`src/rtl/start_stop_conditioner_if.sv`:
```
// rtl/start_stop_conditioner_if.sv - push-button conditioner signal bundle
//
// Signals:
//   btn_raw          raw asynchronous key pin (driven by the board side)
//   lock             1: suppress press/long-press strobes and toggle updates
//   btn_level        debounced pressed level (1 = pressed)
//   press_pulse      one-cycle strobe on accepted press
//   release_pulse    one-cycle strobe on accepted release
//   long_press_pulse one-cycle strobe, once per press, at the long-press threshold
//   toggle           run/stop level, flips on every unlocked press
// Modports: master drives btn_raw/lock, slave (the conditioner) drives the rest.
interface start_stop_conditioner_if;
    logic btn_raw;
    logic lock;
    logic btn_level;
    logic press_pulse;
    logic release_pulse;
    logic long_press_pulse;
    logic toggle;

    modport master (
        output btn_raw,
        output lock,
        input  btn_level,
        input  press_pulse,
        input  release_pulse,
        input  long_press_pulse,
        input  toggle
    );

    modport slave (
        input  btn_raw,
        input  lock,
        output btn_level,
        output press_pulse,
        output release_pulse,
        output long_press_pulse,
        output toggle
    );
endinterface

```
`src/rtl/start_stop_conditioner.sv`:
```
// rtl/start_stop_conditioner.sv - synchronizer, debouncer and pulse generator for the start/stop key
//
// Ports:
//   clk  system clock (single domain, fast board clock)
//   rst  synchronous active-low reset
//   btn  start_stop_conditioner_if.slave: btn_raw/lock in; btn_level, press_pulse,
//        release_pulse, long_press_pulse, toggle out (all registered)
module start_stop_conditioner #(
    parameter int SYNC_STAGES       = 2,
    parameter int DEBOUNCE_CYCLES   = 50000,
    parameter int LONG_PRESS_CYCLES = 2500000,
    parameter int ACTIVE_LOW_BTN    = 1
) (
    input  logic                           clk,
    input  logic                           rst,
    start_stop_conditioner_if.slave        btn
);
    localparam int DW = $clog2(DEBOUNCE_CYCLES + 1);
    localparam int HW = $clog2(LONG_PRESS_CYCLES + 1);
    localparam logic [DW-1:0] DEB_DONE  = DW'(DEBOUNCE_CYCLES);
    localparam logic [DW-1:0] DEB_ONE   = DW'(1);
    localparam logic [HW-1:0] HOLD_LAST = HW'(LONG_PRESS_CYCLES - 1);
    localparam logic [HW-1:0] HOLD_MAX  = HW'(LONG_PRESS_CYCLES);
    localparam logic [HW-1:0] HOLD_ONE  = HW'(1);

    typedef enum logic [1:0] {
        IDLE,
        PRESS_WAIT,
        PRESSED,
        RELEASE_WAIT
    } state_t;

    state_t                 state;
    logic [SYNC_STAGES-1:0] sync;
    logic [DW-1:0]          dcnt;
    logic [HW-1:0]          hcnt;
    logic                   p;
    logic                   s;
    logic                   btn_level_q;
    logic                   press_q;
    logic                   release_q;
    logic                   long_q;
    logic                   toggle_q;

    // Normalize polarity before the synchronizer so everything downstream sees 1 = pressed.
    assign p = (ACTIVE_LOW_BTN != 0) ? ~btn.btn_raw : btn.btn_raw;
    assign s = sync[SYNC_STAGES-1];

    always_ff @(posedge clk) begin
        if (!rst) begin
            sync        <= '0;
            state       <= IDLE;
            dcnt        <= '0;
            hcnt        <= '0;
            btn_level_q <= 1'b0;
            press_q     <= 1'b0;
            release_q   <= 1'b0;
            long_q      <= 1'b0;
            toggle_q    <= 1'b0;
        end else begin
            sync      <= {sync[SYNC_STAGES-2:0], p};
            press_q   <= 1'b0;
            release_q <= 1'b0;
            long_q    <= 1'b0;
            // Toggle follows the already-masked strobe, so a locked press never flips it.
            toggle_q  <= toggle_q ^ press_q;

            case (state)
                IDLE: begin
                    if (s) begin
                        state <= PRESS_WAIT;
                        dcnt  <= DEB_ONE;
                    end
                end
                PRESS_WAIT: begin
                    if (!s) begin
                        state <= IDLE;
                    end else if (dcnt == DEB_DONE) begin
                        state       <= PRESSED;
                        press_q     <= ~btn.lock;
                        hcnt        <= '0;
                        btn_level_q <= 1'b1;
                    end else begin
                        dcnt <= dcnt + DEB_ONE;
                    end
                end
                PRESSED: begin
                    if (!s) begin
                        state <= RELEASE_WAIT;
                        dcnt  <= DEB_ONE;
                    end else if (hcnt != HOLD_MAX) begin
                        // Saturating count: the strobe fires only on the step onto the threshold.
                        hcnt <= hcnt + HOLD_ONE;
                        if (hcnt == HOLD_LAST) begin
                            long_q <= ~btn.lock;
                        end
                    end
                end
                RELEASE_WAIT: begin
                    // hcnt is frozen here; a bounce back to PRESSED resumes it.
                    if (s) begin
                        state <= PRESSED;
                    end else if (dcnt == DEB_DONE) begin
                        state       <= IDLE;
                        release_q   <= 1'b1;
                        btn_level_q <= 1'b0;
                    end else begin
                        dcnt <= dcnt + DEB_ONE;
                    end
                end
                default: state <= IDLE;
            endcase
        end
    end

    assign btn.btn_level        = btn_level_q;
    assign btn.press_pulse      = press_q;
    assign btn.release_pulse    = release_q;
    assign btn.long_press_pulse = long_q;
    assign btn.toggle           = toggle_q;
endmodule

```
`src/flat_wrapper.sv`:
```
// flat-port wrapper written by rule: the top's interface ports become plain ports
module start_stop_conditioner_flat 
#(
    parameter int SYNC_STAGES       = 2,
    parameter int DEBOUNCE_CYCLES   = 50000,
    parameter int LONG_PRESS_CYCLES = 2500000,
    parameter int ACTIVE_LOW_BTN    = 1
)
  (clk, rst, btn_btn_raw, btn_lock, btn_btn_level, btn_press_pulse, btn_release_pulse, btn_long_press_pulse, btn_toggle);
  start_stop_conditioner_if btn_i ();
  input  logic clk;
  input  logic rst;
  input wire logic [$bits(btn_i.btn_raw)-1:0] btn_btn_raw;
  input wire logic [$bits(btn_i.lock)-1:0] btn_lock;
  output wire logic [$bits(btn_i.btn_level)-1:0] btn_btn_level;
  output wire logic [$bits(btn_i.press_pulse)-1:0] btn_press_pulse;
  output wire logic [$bits(btn_i.release_pulse)-1:0] btn_release_pulse;
  output wire logic [$bits(btn_i.long_press_pulse)-1:0] btn_long_press_pulse;
  output wire logic [$bits(btn_i.toggle)-1:0] btn_toggle;
  assign btn_i.btn_raw = btn_btn_raw;
  assign btn_i.lock = btn_lock;
  assign btn_btn_level = btn_i.btn_level;
  assign btn_press_pulse = btn_i.press_pulse;
  assign btn_release_pulse = btn_i.release_pulse;
  assign btn_long_press_pulse = btn_i.long_press_pulse;
  assign btn_toggle = btn_i.toggle;
  start_stop_conditioner #(.SYNC_STAGES(SYNC_STAGES), .DEBOUNCE_CYCLES(DEBOUNCE_CYCLES), .LONG_PRESS_CYCLES(LONG_PRESS_CYCLES), .ACTIVE_LOW_BTN(ACTIVE_LOW_BTN)) u_core (.clk(clk), .rst(rst), .btn(btn_i));
endmodule
```
`config.mk`:
```
export PLATFORM = sky130hd
export DESIGN_NAME = start_stop_conditioner_flat
export DESIGN_NICKNAME = d
export VERILOG_FILES = /design/src/rtl/start_stop_conditioner_if.sv /design/src/rtl/start_stop_conditioner.sv /design/src/flat_wrapper.sv
export SDC_FILE = /design/constraint.sdc
export NUM_CORES = 1
export LEC_CHECK = 0
export ABC_AREA = 1
export CELL_PAD_IN_SITES_DETAIL_PLACEMENT = 0
export CELL_PAD_IN_SITES_GLOBAL_PLACEMENT = 1
export CORE_MARGIN = 2
export CORE_UTILIZATION = 45
export CTS_BUF_LIST = sky130_fd_sc_hd__clkbuf_4
export DETAILED_ROUTE_END_ITERATION = 8
export PLACE_DENSITY_LB_ADDON = 0.12
export SYNTH_ARGS = -nofsm -noshare
export SYNTH_HDL_FRONTEND = slang
export SYNTH_SLANG_ARGS = --single-unit
export TNS_END_PERCENT = 100
```
`constraint.sdc`:
```
create_clock -name clk -period 1.6 [get_ports clk]
set_input_delay 0.16 -clock clk [delete_from_list [all_inputs] [get_ports clk]]
set_output_delay 0.16 -clock clk [all_outputs]
set_load 0.05 [all_outputs]
```
==> summary.txt <==
Util after Layout - 55.8%
Synthesis-to-layout area growth - 21.8%
Tmin final - 1550 ps
Area of the core - 0.00672 mm2
DR WL/cell - 12.9 um
Initial antenna violation count - 0
Post-Synth Simple-Gate Area - 50.6%
Fraction of synthesized cell area in xor and xnor cells - 0.853%
Ports - 9
Seq/Total Area, Yosys - 30.5%
Worst-Skew Late Latency - 370 ps
Initial DRC Count - 180
Post-synthesis mux area share - 0%
WP data required - 1880 ps
Syn Inst Count - 514
Slew margin rel. - 67.0%
Crit-path cells - inv_1 -> nand4_1 -> nor2_2 -> nand3_2 -> nand2_2 -> nand2_4 -> nand2_8 -> clkinvlp_4 -> nor2_1 -> nor2_1
Slowest stage delay, CP - 390 ps
Final Hold Vio Count - 0
Clock buffer depth - 2
Post-Syn Area - 0.00308 mm2
Post-Synth Adder-Cell Area - 1.62%
WP data arrival - 1830 ps
Fin cells - 634
Number of fill cells - 686
Maximum clock frequency - 644 MHz
HPWL after detailed placement - 5940 um
IO buf count - 8
DP Worst Slack - -75.1 ps
CP top delay family - simple AND/OR/NAND/NOR gates
Design Area, Final - 0.00375 mm2
Flop and latch count out of synthesis - 47
Crit share post-route - 97.0%
CTS root buffer - clkbuf_4
Critical path type - flop to flop
Max Cap Violations - 0
Layout Nets - 561
Total leakage power - 1.48 nW
Clock slew at reported path FFs - 150 ps
Unrepaired setup endpoints after global routing - yes
Starting Density - 45.9%
Hold Buf Count CTS - 0
Number of buffers and inverters on the critical path - 2
Status - complete, no violations
Worst vdd rail ir drop - 0.000250 V
Worst setup SP type - flop
Pwr dens - 541 mW/mm2
Worst-path fanout max - 7
Core Rows - 30
Net Count, Synth - 522
Slew @ Worst Pin - 495 ps
Via density - 5.17
Worst path most repeated cell - nor2_1
Total negative setup slack - 0 ps
Share of cells above drive strength 1 - 22.2%
Setup crit end kind - flop
Largest family of logic cells by synthesized area - simple AND/OR/NAND/NOR gates
Vias in the first global route - 2995
H-Tree Level Count - 2
Hold/Removal Path Class - primary input to flop
Area post-placement - 0.00345 mm2
Drt drc - 0
Yosys warns - 0
Post-DRT Antenna Nets - 0
WL final - 8150 um
Chip height - 86.8 um
Area leader, netlist - dfxtp_1
Die Span X - 86.8 um
First-pass GRT wire length - 13700 um
CP max-delay cell - dfxtp_1
Pin count of the biggest net entering global routing - 24
Syn Area/Cell - 6.00 um2
Placed insts - 619
Synth top area share - 30.5%
Max Slew Vio Count - 0
# diodes - 0
Final Setup Violations - 0
Multi-input logic area - 0.00191 mm2
Largest cells by area after synthesis - dfxtp_1 (31%), nand2_1 (16%), nor2_1 (13%)
Clk_skew - 7.79 ps
Post-synthesis compound-gate area fraction - 4.99%
DR pass1 iterations - 4
Num Clock Sinks - 47
Detailed-route via count - 3275
CTS tree - done
Synth cell types - 30
Total track usage - 22.6%
Remaining Overflow, GRT - 0
Inserted Clock Buffers - 5
Storage cell area - 966 um2
Routability-driven placement congestion ratio - 0.870
Die area - 0.00753 mm2
Worst setup margin - 48.3 ps
[power breakdown]
part | switching [mW] | internal, mW
sequential | 0.00541 | 1.17
clock | 0.411 | 0.322
combinational | 0.0729 | 0.0461
[worst paths after layout]
check	end	from	slack (ps)	cells past startpoint
hold reg to reg	u_core.sync[1]	u_core.sync[0]	430	2
setup reg to reg	u_core.hcnt[1]	u_core.hcnt[9]	50	10
hold / removal	u_core.sync[0]	btn_btn_raw	310	2
setup / recovery	u_core.hcnt[1]	u_core.hcnt[9]	50	10
[flip-flops by register name, indices dropped and copies added (netlist names), named ones only]
| name | cells |
|---|---|
| u_core.btn.press_pulse | 1 |
| u_core.btn.long_press_pulse | 1 |
| u_core.btn.btn_level | 1 |
| u_core.dcnt | 16 |
| u_core.state | 1 |
| u_core.hcnt | 22 |
| u_core.btn.release_pulse | 1 |
| u_core.btn.toggle | 1 |
| u_core.sync | 2 |
[Yosys cell counts]
master and count:
nand3_2 2, nor3_1 9, dfxtp_1 47, a21oi_2 3, clkbuf_1 5, nor3b_1 3, nor4_1 1, xor2_1 2
nand4_1 18, o21ai_0 8, buf_4 2, nor2_2 5, buf_2 7, nor2_1 106, nor2_4 1, nand2_1 135
and2_1 1, buf_6 4, inv_1 58, nor3_2 3, nand2_2 3, and2_4 1, nand3_1 58, o21bai_1 1
a21oi_1 16, nand3b_1 1, ha_1 4, xnor2_1 1, nand2_4 4, inv_2 5
[routing by layer]
layer  share of wire [%]  vias up  track usage (%)
met2                  51       54             40.7
li1                    -     1705                -
met1                  45     1503             28.1
met4                 1.7        0             7.39
met5                   0        -                0
met3                 2.8       13             2.38
[layout by cell type (no fill, tap or decap), types with 2 or more instances in the layout]
master / instances
nand2_1: 133
nor2_1: 92
nand3_1: 54
inv_1: 52
buf_4: 40
dfxtp_1: 33
nand4_1: 18
nor2_2: 17
a21oi_1: 16
dfxtp_2: 11
inv_2: 9
nor3_1: 9
o21ai_0: 7
nand3_2: 6
clkbuf_4: 5
nand2_2: 4
nand2_4: 4
buf_12: 4
nor2_4: 3
a21oi_2: 3
nor3b_1: 3
clkdlybuf4s50_1: 3
dfxtp_4: 3
xor2_1: 2
nor3_2: 2
ha_4: 2
[cell families after synthesis]
group | after synthesis
compound gates | 28
xor+xnor | 3
fa+ha+maj | 4
buf+inv | 81
flops | 47
simple gates | 351
[through the flow]
step	hold slack, ps	power (mW)
after floorplan	232	1.27
after global placement	398	1.32
after detailed placement	402	1.32
after CTS	315	2.05
after global routing	306	2.10
final	307	2.03
[repair_timing]
item | CTS | global route
gates cloned | 0 | 1
gates resized for setup | 5 | 53
pin swaps | 0 | 16
setup endpoints to repair | 6 | 39
setup buffers | 0 | 6
[cell type report]
class	count	area share, %
sequential	47	25.7
multi-input combinational	386	50.9
clock buffer	5	1.00
tap	80	2.67
clock inverter	3	1.03
timing repair buffer	50	12.2
inverter	63	6.47
[worst register-to-register path, cell delays in order, from the launching register on]
cell and delay, ps:
dfxtp_1 390, inv_1 120, nand4_1 100, nor2_2 130, nand3_2 90, nand2_2 90
nand2_4 100, nand2_8 130, clkinvlp_4 150, nor2_1 130, nor2_1 50
Power figures use the tool's default switching activity.
